File: src/rtl/csr_pkg.sv
// Shared CSR address map, operation encodings and FSM state type for the CSR unit.
package csr_pkg;

  localparam logic [11:0] CSR_CYCLE    = 12'hC00;
  localparam logic [11:0] CSR_CYCLEH   = 12'hC80;
  localparam logic [11:0] CSR_INSTRET  = 12'hC02;
  localparam logic [11:0] CSR_INSTRETH = 12'hC82;
  localparam logic [11:0] CSR_MSCRATCH = 12'h340;
  localparam logic [11:0] CSR_MTVEC    = 12'h305;
  localparam logic [11:0] CSR_MEPC     = 12'h341;
  localparam logic [11:0] CSR_MCAUSE   = 12'h342;
  localparam logic [11:0] CSR_MHARTID  = 12'hF14;

  typedef enum logic [1:0] {
    OP_ILL = 2'b00,
    OP_RW  = 2'b01,
    OP_RS  = 2'b10,
    OP_RC  = 2'b11
  } csr_op_t;

  typedef enum logic [2:0] {
    ST_IDLE,
    ST_SEL,
    ST_CAPTURE,
    ST_WRITE,
    ST_DONE
  } csr_state_t;

endpackage

File: src/rtl/csr_alu.sv
// New-value compute for CSRRW/CSRRS/CSRRC plus the write-enable and
// read-only/illegal-op decision for the latched request.
module csr_alu
  import csr_pkg::*;
(
  input  csr_op_t     op_i,
  input  logic [11:0] addr_i,
  input  logic [31:0] rd_i,
  input  logic [31:0] wdata_i,
  input  logic        wr_suppress_i,
  output logic [31:0] wr_val_o,
  output logic        we_o,
  output logic        illegal_o
);

  logic attempt;
  logic read_only;

  always_comb begin
    attempt   = (op_i == OP_RW) || (((op_i == OP_RS) || (op_i == OP_RC)) && !wr_suppress_i);
    read_only = (addr_i[11:10] == 2'b11);

    case (op_i)
      OP_RS:   wr_val_o = rd_i | wdata_i;
      OP_RC:   wr_val_o = rd_i & ~wdata_i;
      default: wr_val_o = wdata_i;
    endcase
    // Both trap vectors are word aligned; the low bits are hardwired to zero.
    if ((addr_i == CSR_MTVEC) || (addr_i == CSR_MEPC)) begin
      wr_val_o[1:0] = 2'b00;
    end

    illegal_o = (op_i == OP_ILL) || (attempt && read_only);
    we_o      = attempt && !read_only;
  end

endmodule

File: src/rtl/csr_unit.sv
// Machine-mode CSR access unit: req/ack sequencer over the counter CSRs and
// the local mscratch/mtvec/mepc/mcause registers.
//   state   | meaning
//   IDLE    | wait for req, latch addr/op/wdata, drive counter select
//   SEL     | counter select settling
//   CAPTURE | register old value into rd, flag unknown address
//   WRITE   | commit new value or flag illegal write
//   DONE    | present rdata/illegal with a one-cycle ack
module csr_unit
  import csr_pkg::*;
#(
  parameter logic [31:0] MTVEC_RESET = 32'h0000_0000,
  parameter logic [31:0] HART_ID     = 32'h0000_0000
) (
  input  logic        clk,
  input  logic        rst,
  input  logic        req,
  input  logic [11:0] addr,
  input  logic [1:0]  op,
  input  logic [31:0] wdata,
  input  logic        wr_suppress,
  output logic        ack,
  output logic [31:0] rdata,
  output logic        illegal,
  output logic        instret_sel,
  input  logic [31:0] instret_data,
  output logic        cycle_sel,
  input  logic [31:0] cycle_data
);

  csr_state_t  state_q;
  logic [11:0] addr_q;
  csr_op_t     op_q;
  logic [31:0] wdata_q;
  logic        wsup_q;
  logic [31:0] rd_q;
  logic        ill_q;
  logic        ack_q;
  logic [31:0] rdata_q;
  logic        illegal_q;
  logic        instret_sel_q;
  logic        cycle_sel_q;
  logic [31:0] mscratch_q;
  logic [31:0] mtvec_q;
  logic [31:0] mepc_q;
  logic [31:0] mcause_q;

  logic [31:0] rd_d;
  logic        unknown_d;
  logic [31:0] wr_val_d;
  logic        we_d;
  logic        alu_ill_d;

  always_comb begin
    rd_d      = '0;
    unknown_d = 1'b0;
    case (addr_q)
      CSR_CYCLE, CSR_CYCLEH:     rd_d = cycle_data;
      CSR_INSTRET, CSR_INSTRETH: rd_d = instret_data;
      CSR_MSCRATCH:              rd_d = mscratch_q;
      CSR_MTVEC:                 rd_d = mtvec_q;
      CSR_MEPC:                  rd_d = mepc_q;
      CSR_MCAUSE:                rd_d = mcause_q;
      CSR_MHARTID:               rd_d = HART_ID;
      default:                   unknown_d = 1'b1;
    endcase
  end

  csr_alu u_alu (
    .op_i          (op_q),
    .addr_i        (addr_q),
    .rd_i          (rd_q),
    .wdata_i       (wdata_q),
    .wr_suppress_i (wsup_q),
    .wr_val_o      (wr_val_d),
    .we_o          (we_d),
    .illegal_o     (alu_ill_d)
  );

  always_ff @(posedge clk or posedge rst) begin
    if (rst) begin
      state_q       <= ST_IDLE;
      addr_q        <= '0;
      op_q          <= OP_ILL;
      wdata_q       <= '0;
      wsup_q        <= 1'b0;
      rd_q          <= '0;
      ill_q         <= 1'b0;
      ack_q         <= 1'b0;
      rdata_q       <= '0;
      illegal_q     <= 1'b0;
      instret_sel_q <= 1'b0;
      cycle_sel_q   <= 1'b0;
      mscratch_q    <= '0;
      mtvec_q       <= MTVEC_RESET;
      mepc_q        <= '0;
      mcause_q      <= '0;
    end else begin
      ack_q <= 1'b0;
      case (state_q)
        ST_IDLE: begin
          // A req still high during the ack cycle belongs to the finished access.
          if (req && !ack_q) begin
            addr_q        <= addr;
            op_q          <= csr_op_t'(op);
            wdata_q       <= wdata;
            wsup_q        <= wr_suppress;
            instret_sel_q <= ((addr == CSR_INSTRET) || (addr == CSR_INSTRETH)) && addr[7];
            cycle_sel_q   <= ((addr == CSR_CYCLE) || (addr == CSR_CYCLEH)) && addr[7];
            state_q       <= ST_SEL;
          end
        end
        ST_SEL: state_q <= ST_CAPTURE;
        ST_CAPTURE: begin
          rd_q          <= rd_d;
          ill_q         <= unknown_d;
          instret_sel_q <= 1'b0;
          cycle_sel_q   <= 1'b0;
          state_q       <= ST_WRITE;
        end
        ST_WRITE: begin
          if (we_d && !ill_q) begin
            case (addr_q)
              CSR_MSCRATCH: mscratch_q <= wr_val_d;
              CSR_MTVEC:    mtvec_q    <= wr_val_d;
              CSR_MEPC:     mepc_q     <= wr_val_d;
              CSR_MCAUSE:   mcause_q   <= wr_val_d;
              default:      ;
            endcase
          end
          ill_q   <= ill_q | alu_ill_d;
          state_q <= ST_DONE;
        end
        ST_DONE: begin
          ack_q     <= 1'b1;
          rdata_q   <= rd_q;
          illegal_q <= ill_q;
          state_q   <= ST_IDLE;
        end
        default: state_q <= ST_IDLE;
      endcase
    end
  end

  assign ack         = ack_q;
  assign rdata       = rdata_q;
  assign illegal     = illegal_q;
  assign instret_sel = instret_sel_q;
  assign cycle_sel   = cycle_sel_q;

endmodule

File: config.mk
export PLATFORM = sky130hd
export DESIGN_NAME = csr_unit
export DESIGN_NICKNAME = d
export VERILOG_FILES = /design/src/rtl/csr_pkg.sv /design/src/rtl/csr_alu.sv /design/src/rtl/csr_unit.sv
export SDC_FILE = /design/constraint.sdc
export NUM_CORES = 1
export LEC_CHECK = 0
export BUFFER_PORTS_ARGS = -buffer_cell sky130_fd_sc_hd__buf_2
export CAP_MARGIN = 5
export CORE_ASPECT_RATIO = 0.8
export CORE_MARGIN = 4
export CORE_UTILIZATION = 40
export DETAILED_ROUTE_END_ITERATION = 10
export SYNTH_ARGS = -nofsm -noshare
export SYNTH_HDL_FRONTEND = slang
export SYNTH_SLANG_ARGS = --single-unit
File: constraint.sdc
create_clock -name clk -period 8 [get_ports clk]
set_clock_uncertainty 0.05 [all_clocks]
set_input_delay 0.4 -clock clk [delete_from_list [all_inputs] [get_ports clk]]
set_output_delay 0.4 -clock clk [all_outputs]
set_load 0.1 [all_outputs]
==> flow_metrics.tcl <==
set metrics [dict create \
    status "finished, final reports clean" \
    ctsResizeCount 0 \
    clk_pin_slew_ns 0.07 \
    synth_area_leaders "dfrtp_1 (56%), mux2_2 (25%), a21oi_1 (4.4%), a222oi_1 (1.4%), a32oi_1 (1.3%)" \
    timing.rr.start "addr_q[11]$_DFFE_PP0P_" \
    antenna_found_initial 0 \
    num_rows 54 \
    cts_tree "built" \
    core_area_mm2 0.0272 \
    syn_inst 837 \
    clk_path_buf_depth 3 \
    power_mw 5.03 \
    n_antenna_cell 0 \
    end_kind "flip-flop" \
    port_buffers 149 \
    cts_buffers 26 \
    synthFlopType "dfrtp_1" \
    critical_path.slowest_cell "nor2b_4" \
    drive_gt1_share_pct 47.9 \
    gp_congestion 0.742 \
    maxCapViolations 0 \
    path_cells "nand4bb_1, nor3_4, buf_4, nor2b_4, mux2_2" \
    grt_max_degree 107 \
    slowest_delay_ns 0.96 \
    power_density_mw_per_mm2 385 \
    fin_tns_setup_ns 0 \
    fin_nets 1088 \
    drt_iter0_drc 507 \
    firstDrtPassIters 5 \
    grt_pass1_vias 7698 \
    netlist.area_leader.share_pct 56.1 \
    syn_area_mm2 0.0110 \
    synth_edf_count 0 \
    overflow 0 \
    worstSetupPathType "reg -> reg" \
    die_w_um 194 \
    ys_seq_elements 247 \
    max_freq_ghz 0.311 \
    cp.buffers_inverters 1 \
    yosysWarnings 0 \
    synth_most_common_cell "dfrtp_1" \
    clk_latency_ns 0.53 \
    power.leakage_nw 6.10 \
    wl_per_cell_um 21.0 \
    max_slew.worst_pin.slew_ns 1.17 \
    setup_viol 0 \
    slew-limit-headroom_pct 21.8 \
    synth_common_cells "dfrtp_1 (247), mux2_2 (243), a21oi_1 (96), nor2_1 (37), clkbuf_1 (35)" \
    ys_async_sr_fraction_pct 100 \
    grtUsageTotal_pct 18.7 \
    min_period_ns 3.22 \
    ys_seq_area_share_pct 56.1 \
    clock_sinks 247 \
    syn_area_per_cell_um2 13.2 \
    ant_nets 0 \
    area_growth_pct 18.5 \
    dieArea_mm2 0.0303 \
    required_ns 8.36 \
    period_share_pct 40.2 \
    min_path_type "in -> reg" \
    cts_setup_buffers 0 \
    drv_slew 0 \
    synth.largest_area_cell "dfrtp_1" \
    drt_wl_total_um 28400 \
    grt_pass1_wl_um 45300 \
    h-tree-depth 1 \
    synth_cell_types 44 \
    hold_slack_ns 0.0429 \
    critPathMaxFanout 34 \
    hold_viol_final 0 \
    hold_start "wdata[12]" \
    peakVddDrop_mv 0.214 \
    rsz0062_at_grt "no" \
    cp_data_arrival_time_ns 3.58 \
    die_y_um 156 \
    cp-startpoint "addr_q[11]$_DFFE_PP0P_" \
    cts-root-buf "clkbuf_16" \
    initial_core_util_pct 40.5 \
    drt_drc_violations_left 0 \
    cp-start-kind "flip-flop" \
    vias_per_cell 5.49 \
    synth_nets 951 \
    dpl.hpwl_um 17400 \
    final.fill_count 2417 \
    dr_total_vias 7447 \
    ioPinCount 150 \
    cpLargestDelayFamily "simple AND/OR/NAND/NOR gates" \
]
[cells by family (layout without fill, tap and decap cells)]
kind of cell	after synthesis	after routing	synth area share, %
AOI/OAI and AO/OA	172	172	10.0
xor gates and xnor gates	2	2	0.159
buffers and inverters	63	218	2.88
DFF	247	247	56.1
muxes	252	252	25.7
and+or+nand+nor	101	101	5.14
[per-stage QoR]
step                      area (um2)  utilization [%]  worst slack [ns]  instances
after CTS                      13100             47.9              4.70       1356
after floorplan                11000                -             0.763        837
after global placement         12100             44.5              4.76       1309
after global routing           13100             47.9              4.51       1356
after detailed placement       12100             44.5              4.71       1309
final                          13100             47.9              4.78       1356
[sequential cells by signal (all words and copies together), names as in the netlist, 2 cells and up]
name / count
mscratch_q: 32
mepc_q: 32
state_q: 3
mcause_q: 32
rdata: 32
op_q: 2
mtvec_q: 32
addr_q: 12
wdata_q: 32
rd_q: 32
[what timing repair did]
item,4_1_cts,5_1_grt
hold buffers,1,0
hold endpoints to repair,31,0
endpoints found under the setup margin,0,0
[routing by layer]
| metal | track usage, % | up-vias | routed length, um |
|---|---|---|---|
| li1 | - | 3395 | - |
| met1 | 27.2 | 3796 | 13400 |
| met2 | 29.8 | 219 | 13000 |
| met3 | 3.10 | 37 | 1540 |
| met4 | 3.91 | 0 | 493 |
| met5 | 0 | - | 0 |
[cells in the final DEF, fill, tap and decap left out, drive strengths merged, types with 15 or more instances in the layout]
master	count
dfrtp	247
buf	164
nor2	37
a221oi	15
a21oi	96
clkbuf	35
a31oi	18
mux2	247
a32oi	16
nand2	21
a222oi	15
[worst register-to-register path, stage by stage, from the launching register on]
cell and delay [ns]:
dfrtp_1 0.42, nand4bb_1 0.51, nor3_4 0.31, buf_4 0.42, nor2b_4 0.96, mux2_2 0.43
[power breakdown]
group	internal, mW	switching, mW	leakage (nW)
combinational	0.576	1.31	2.42
clock	0.796	0.496	0.458
sequential	1.56	0.293	3.22
total	2.93	2.10	6.10
[final timing paths]
check                                           endpoint  slack (ns)  depth (start not counted)
worst min-delay path             wdata_q[12]$_DFFE_PP0P_        0.04                          2
worst max register to register   mtvec_q[21]$_DFFE_PP0P_        4.78                          5
min in group asynchronous           rdata[1]$_DFFE_PP0P_        0.46                          3
max in group asynchronous           rd_q[25]$_DFFE_PP0P_        5.77                          4
worst min register to register  mcause_q[25]$_DFFE_PP0P_        0.44                          1
worst max-delay path             mtvec_q[21]$_DFFE_PP0P_        4.78                          5
[layout make-up]
type / count / area, um2 / share of cell area (%)
Clock buffer: 35 / 766 / 5.87
Clock inverter: 11 / 158 / 1.21
Inverter: 7 / 33.8 / 0.259
Multi-Input combinational cell: 527 / 4590 / 35.2
Sequential cell: 247 / 6180 / 47.4
Tap cell: 364 / 455 / 3.49
Timing Repair Buffer: 165 / 868 / 6.65
Note: power is estimated with default switching activity, not from simulation.
